File: src/rtl/knn_label_fetch.sv
// Resolves k-best buffer sample indices into class labels and streams them to
// majority voting over a valid/ready handshake.
module knn_label_fetch #(
   parameter int unsigned K           = 5,
   parameter int unsigned ADDR_WIDTH  = 8,
   parameter int unsigned LABEL_WIDTH = 4,
   localparam int unsigned KW = (K > 1) ? $clog2(K) : 1,
   localparam int unsigned CW = $clog2(K + 1)
) (
   input  logic                   clk,
   input  logic                   rst_n,
   input  logic                   start,
   input  logic                   abort,
   input  logic [CW-1:0]          k_value,
   input  logic [CW-1:0]          num_neighbors,
   output logic                   kbest_ren,
   output logic [KW-1:0]          kbest_raddr,
   input  logic [ADDR_WIDTH-1:0]  kbest_rdata_q,
   output logic                   label_ren,
   output logic [ADDR_WIDTH-1:0]  label_raddr,
   input  logic [LABEL_WIDTH-1:0] label_rdata_q,
   output logic                   label_valid,
   output logic [LABEL_WIDTH-1:0] label_data,
   input  logic                   label_ready,
   output logic                   busy,
   output logic                   done,
   output logic [CW-1:0]          fetched_count
);

   typedef enum logic [2:0] {
      IDLE  = 3'd0,
      RD_KB = 3'd1,
      WT_KB = 3'd2,
      RD_LB = 3'd3,
      WT_LB = 3'd4,
      EMIT  = 3'd5,
      DONE  = 3'd6
   } state_t;

   state_t                 state_q, state_d;
   logic [KW-1:0]          idx_q, idx_d;
   logic [ADDR_WIDTH-1:0]  sidx_q, sidx_d;
   logic [CW-1:0]          n_eff_q, n_eff_d;
   logic [CW-1:0]          count_d;
   logic [LABEL_WIDTH-1:0] data_d;
   logic [CW-1:0]          k_lim, n_min;

   logic                   kbest_ren_d, label_ren_d, label_valid_d, busy_d, done_d;
   logic [KW-1:0]          kbest_raddr_d;
   logic [ADDR_WIDTH-1:0]  label_raddr_d;

   // Effective neighbour count: min(k_value, num_neighbors, K) at CW width
   always_comb begin
      k_lim = (k_value < num_neighbors) ? k_value : num_neighbors;
      n_min = (k_lim < CW'(K)) ? k_lim : CW'(K);
   end

   // Next state, datapath updates and next-cycle output decode
   always_comb begin
      state_d = state_q;
      idx_d   = idx_q;
      sidx_d  = sidx_q;
      n_eff_d = n_eff_q;
      count_d = fetched_count;
      data_d  = label_data;

      case (state_q)
         IDLE: begin
            if (start && !abort) begin
               n_eff_d = n_min;
               idx_d   = '0;
               count_d = '0;
               state_d = (n_min == '0) ? DONE : RD_KB;
            end
         end
         RD_KB: state_d = WT_KB;
         WT_KB: begin
            sidx_d  = kbest_rdata_q;
            state_d = RD_LB;
         end
         RD_LB: state_d = WT_LB;
         WT_LB: begin
            data_d  = label_rdata_q;
            state_d = EMIT;
         end
         EMIT: begin
            if (label_ready) begin
               count_d = CW'(fetched_count + 1'b1);
               idx_d   = KW'(idx_q + 1'b1);
               state_d = (CW'(fetched_count + 1'b1) == n_eff_q) ? DONE : RD_KB;
            end
         end
         DONE:    state_d = IDLE;
         default: state_d = IDLE;
      endcase

      // A transfer coinciding with abort still counts; only the sequencing stops
      if (abort && (state_q != IDLE)) begin
         state_d = IDLE;
      end

      busy_d        = (state_d != IDLE);
      done_d        = (state_d == DONE);
      label_valid_d = (state_d == EMIT);
      kbest_ren_d   = (state_d == RD_KB);
      label_ren_d   = (state_d == RD_LB);
      kbest_raddr_d = kbest_ren_d ? idx_d : '0;
      label_raddr_d = label_ren_d ? sidx_d : '0;
   end

   // State, datapath and registered outputs
   always_ff @(posedge clk or negedge rst_n) begin
      if (!rst_n) begin
         state_q       <= IDLE;
         idx_q         <= '0;
         sidx_q        <= '0;
         n_eff_q       <= '0;
         fetched_count <= '0;
         label_data    <= '0;
         label_valid   <= 1'b0;
         busy          <= 1'b0;
         done          <= 1'b0;
         kbest_ren     <= 1'b0;
         kbest_raddr   <= '0;
         label_ren     <= 1'b0;
         label_raddr   <= '0;
      end else begin
         state_q       <= state_d;
         idx_q         <= idx_d;
         sidx_q        <= sidx_d;
         n_eff_q       <= n_eff_d;
         fetched_count <= count_d;
         label_data    <= data_d;
         label_valid   <= label_valid_d;
         busy          <= busy_d;
         done          <= done_d;
         kbest_ren     <= kbest_ren_d;
         kbest_raddr   <= kbest_raddr_d;
         label_ren     <= label_ren_d;
         label_raddr   <= label_raddr_d;
      end
   end

endmodule

File: config.mk
export PLATFORM = sky130hd
export DESIGN_NAME = knn_label_fetch
export DESIGN_NICKNAME = d
export VERILOG_FILES = /design/src/rtl/knn_label_fetch.sv
export SDC_FILE = /design/constraint.sdc
export NUM_CORES = 1
export LEC_CHECK = 0
export CORE_MARGIN = 1
export CORE_UTILIZATION = 49
export CTS_CLUSTER_DIAMETER = 50
export DETAILED_ROUTE_END_ITERATION = 6
export GPL_ROUTABILITY_DRIVEN = 0
export PLACE_DENSITY = 0.85
export SLEW_MARGIN = 15
export SYNTH_ARGS = -nofsm -noshare
export SYNTH_HDL_FRONTEND = slang
export SYNTH_SLANG_ARGS = --single-unit
File: constraint.sdc
create_clock -name clk -period 2.3 [get_ports clk]
set_clock_uncertainty 0.2 [all_clocks]
set_input_delay 0.575 -clock clk [delete_from_list [all_inputs] [get_ports clk]]
set_output_delay 0.575 -clock clk [all_outputs]
set_load 0.02 [all_outputs]
# Yosys cells after proc, flatten, opt, wreduce, memory -nomap -nowiden
# Cells that the tools add are included.
# totals
reg_bits	40
in_bits	23
output_inout_bits	23
wordCells	56
# op_classes
add_sub_neg	2
order_cmp	2
eq_ne	12
n_mux	17
reduce_logical	10
# op_table
op	n
$mux 3	12
$pmux 3 s6	1
$mux 8	2
$eq 3x3->1 const B	4
$pmux 3 s2	2
$eq 3x2->1 const B	3
$add 3x1->3 const B	2
$eq 3x1->1 const B	2
$logic_not 3->1	2
$reduce_bool 3->1	2
$ne 2x2->1 const B	2
$eq 3x3->1	1
$lt 3x3->1	1
$lt 3x3->1 const B	1
$reduce_and 3->1	1
$logic_and 1x1->1	2
$reduce_and 2->1	1
$reduce_bool 2->1	1
$logic_not 1->1	1

# Longest topological paths before layout
# depth
ltp_word	11
mapped_depth	7
mapped_depth_nobuf	7

# Least setup slack after synthesis
# No wires, ideal clock.
# synth_timing
kind	in2reg
from	input port num_neighbors[2]
to	register state_q[1]
setup_ns	0.137
t_arrival_ns	1.720
t_required_ns	1.963
setup_slack_ns	0.242
stages	7
path_buffers	0
cell_sequence	inv_1 > ha_1 > nand2_1 > o21ai_2 > mux2i_1 > or2_1 > o311ai_2
# synth_via
elab_chain_cells	9
# synth_rtl
element	line_no	source
start, declared	15	input logic [CW-1:0] num_neighbors,
$lt 3x3->1	54	k_lim = (k_value < num_neighbors) ? k_value : num_neighbors;
$mux 3 (*)	54	
$lt 3x3->1	55	n_min = (k_lim < CW'(K)) ? k_lim : CW'(K);
$mux 3 (*)	55	
$logic_not 3->1 (*)	73	state_d = (n_min == '0) ? DONE : RD_KB;
$mux 3 (*)	73	
$mux 3 (*)	69	if (start && !abort) begin
$pmux 3 s6 (*)	67	case (state_q)
$mux 3 (*)	98	if (abort && (state_q != IDLE)) begin
net state_d[1]	40	state_t state_q, state_d;
end signal, assigned	128	state_q <= state_d;
end, declared	40	
# Mark *: on every way through the listed nets, which the timed path passes. The rest lies on a longest branch.
# A chain may end at the register's enable or synchronous reset.

# Worst setup path after layout
# layout_timing
from	input port k_value[2]
to	register kbest_raddr[1]
# layout_via
elab_chain_cells	11
# layout_rtl
element	line_no	source
start, declared	14	input logic [CW-1:0] k_value,
$lt 3x3->1	54	
$mux 3 (*)	54	
$lt 3x3->1	55	
$mux 3 (*)	55	
$logic_not 3->1 (*)	73	
$mux 3 (*)	73	
$mux 3 (*)	69	
$pmux 3 s6 (*)	67	
$mux 3 (*)	98	
$eq 3x1->1 (*)	105	kbest_ren_d = (state_d == RD_KB);
$mux 3 (*)	107	kbest_raddr_d = kbest_ren_d ? idx_d : '0;
net kbest_raddr_d[1]	49	logic [KW-1:0] kbest_raddr_d;
end signal, assigned	138	kbest_raddr <= kbest_raddr_d;
end, declared	17	output logic [KW-1:0] kbest_raddr,
# Marks and branches as above.

==> results.md <==
* Register-to-register setup slack at 0.22 ns
* Clk_lat worst skew at just under 0.3 ns
* Post-synthesis sequential area ratio at a little over half
* Die ar. at a little over 4000 um2
* Leakage at 1.166 nW
* First-pass GRT wire length at around 6.2 mm
* Slew HR at 67.08%
* Core area at ~3700 um2
* Via count at roughly 1400
* First-pass DRT Iterations at 4
* Critical path arrival at between 2 and 2.5 ns
* Synth Warn # at 0
* Sequential cell area at between 1000 and 1500 um2
* Final Hold Viols at 0
* H-tree depth at 2
* Final setup violating endpoints at 0
* Worst slack, placed at -0.3675 ns
* CP Capture Type: register
* Violation count after the first detailed-route iteration at 34
* Synth-to-layout area growth at 39.80%
* Worst-path fanout max at 4
* Initial Utilization at between 50% and 60%
* Cell variety after synth at 41
* Total clock sinks at 40
* Max clock buf depth at 2
* PnR worst setup slack at 0.06651 ns
* RR Startpoint: state_q[0]
* Cell area after synthesis at approximately 1900 um2
* Ratio of final minimum period to clock period at between 90% and 100%
* Max Slew Vio Count at 0
* Crit path kind: input port to register
* Routed vias/inst at 5.213
* Most frequent cells in the layout: clkdlybuf4s50_1, dfrtp_1, buf_4
* Total GRT Usage at approximately a fifth
* F_max at between 0.4 and 0.5 GHz
* Number of global-route vias before repair at between 1000 and 1500
* Pwr/cell area at ~1000 nW/um2
* Largest net degree at the start of global routing at just over 40
* # port buffers at 45
* Die X at approximately 64 um
* Avg Cell Area, Syn at between 10 and 15 um2
* Share of post-route cells with drive strength above 1 at between 20% and 30%
* Final wirelength at 3.807 mm
* Min-delay worst type: input port to async pin
* IO Count at 46
* Commonest non-fill, non-tap cell in the layout: clkdlybuf4s50_1
* Initial antenna violation count at 0
* HPWL after DPL at 2.823 mm
* Hold Slack at roughly 0.042 ns
* Primary FF master, synth: dfrtp_1
* Post-layout min period at 2.233 ns
* CTS tree: yes
* Gr ovfl total at 0
* DIE HEIGHT at about 64 um
* Layout fillers at around 260
* Cts bufs inserted at 5
* WL per Instance at 14.26 um
* Startpoint Class: input port
* Status: finished clean
* Worst path bufs/invs at 2
* Clock Tree Root: clkbuf_8
* Post-route ant nets at 0
* Number of synthesized register bits at 40
* CP max stage cell: clkdlybuf4s50_1
* Syn_nets at around 180
* Post-synth EDFFs at 0
* Diodes inserted at 0
* Peak supply drop at between 0.0004 and 0.0005 V
* Syn Inst Count at between 150 and 200
* Slew @ Worst Pin at 0.4933 ns
* Max-Cap Viols at 0
* WP data required at around 2.3 ns
* Top delay family on crit path: buffers and inverters
* Async SR Flop Fraction at 100.0%
* Multi-input gate area at 857.1 um2
* CP startpoint: k_value[2]
* Clock-pin slew on the worst setup and hold paths at approximately 0.070 ns
* Final #Nets at 247
* Row Count at 22
* Critical path's largest stage delay at 0.47 ns
* Crit-path cells: clkdlybuf4s50_1, ha_4, nand2_1, o21ai_2, mux2i_2, buf_4, o21ai_4, nor2b_1
* # DRC at 0
synthesized netlist by cell type, drive strengths merged (2+ instances only):
cell	n	area (um2)
a21oi	8	40.04
a22o	2	17.52
a2bb2oi	2	17.52
a31oi	3	18.77
and2	8	50.05
buf	4	22.52
dfrtp	40	1001
ha	5	62.56
inv	7	26.28
mux2	13	150.1
mux2i	4	40.04
nand2	8	30.03
nand2b	3	18.77
nand3	3	20.02
nor2	12	57.55
nor2b	7	43.79
nor3	2	10.01
nor4	2	18.77
nor4b	2	38.78
o21ai	8	47.55
o21bai	2	15.01
or2	2	12.52
flip-flops by register name, indices dropped and copies added (netlist names):
register and count:
busy 1, done 1, fetched_count 3, idx_q 3
kbest_raddr 3, kbest_ren 1, label_data 4, label_raddr 8
label_ren 1, label_valid 1, n_eff_q 3, sidx_q 8
state_q 3
cell type report:
class,instances,share of cell area [%]
Sequential cell,40,38.54
Tap cell,48,2.312
Inverter,7,1.012
Clock buffer,6,2.794
Clock inverter,1,0.1927
Multi-Input combinational cell,105,33.00
Timing Repair Buffer,60,22.16
routing by layer:
metal  global-route usage [%]  routed length [um]
met2                    36.84                2089
met3                    4.891                 138
met1                    22.38                1504
met4                    9.659                  74
met5                        0                   0
what timing repair did:
item                                    4_1_cts  5_1_grt
setup buffers                                 0        0
endpoints found under the setup margin        4        8
hold buffers                                  0        0
pin swaps                                     1        4
resized for setup                             3        9
power breakdown:
part / total, mW / switching, mW / internal [mW] / leakage [nW]
Combinational: 1.15 / 0.574 / 0.580 / 0.605
Clock: 0.428 / 0.222 / 0.206 / 0.0410
Sequential: 1.07 / 0.153 / 0.918 / 0.520
metrics by stage:
stage | utilization [%] | std cells | TNS [ns] | power [mW] | cell area (um2)
after global placement | 67.36 | 260 | -2.220 | 2.158 | 2466
after floorplan | - | 156 | 0 | 1.812 | 1858
after CTS | 69.89 | 267 | -0.02475 | 2.660 | 2559
final | 70.95 | 267 | 0 | 2.653 | 2597
after global routing | 70.95 | 267 | -0.006253 | 2.806 | 2597
after detailed placement | 67.36 | 260 | -3.179 | 2.219 | 2466
path summary, 6_finish.rpt:
check	end	cells after the start
worst max-delay path	kbest_raddr[1]	8
worst max register to register	label_raddr[5]	4
worst min-delay path	label_raddr[3]	2
max in group asynchronous	label_raddr[6]	2
worst min register to register	sidx_q[5]	1
min in group clk	sidx_q[5]	1
logic make-up after synthesis:
| kind of cell | count (synthesis) | synth area share, % |
|---|---|---|
| simple gates | 50 | 16.57 |
| flops | 40 | 53.87 |
| compound gates | 30 | 11.05 |
| mux | 17 | 10.24 |
| buf+inv | 11 | 2.626 |
| fa+ha+maj | 5 | 3.367 |
| xor+xnor | 3 | 2.290 |
No activity file was read; power rests on OpenSTA's default activity.
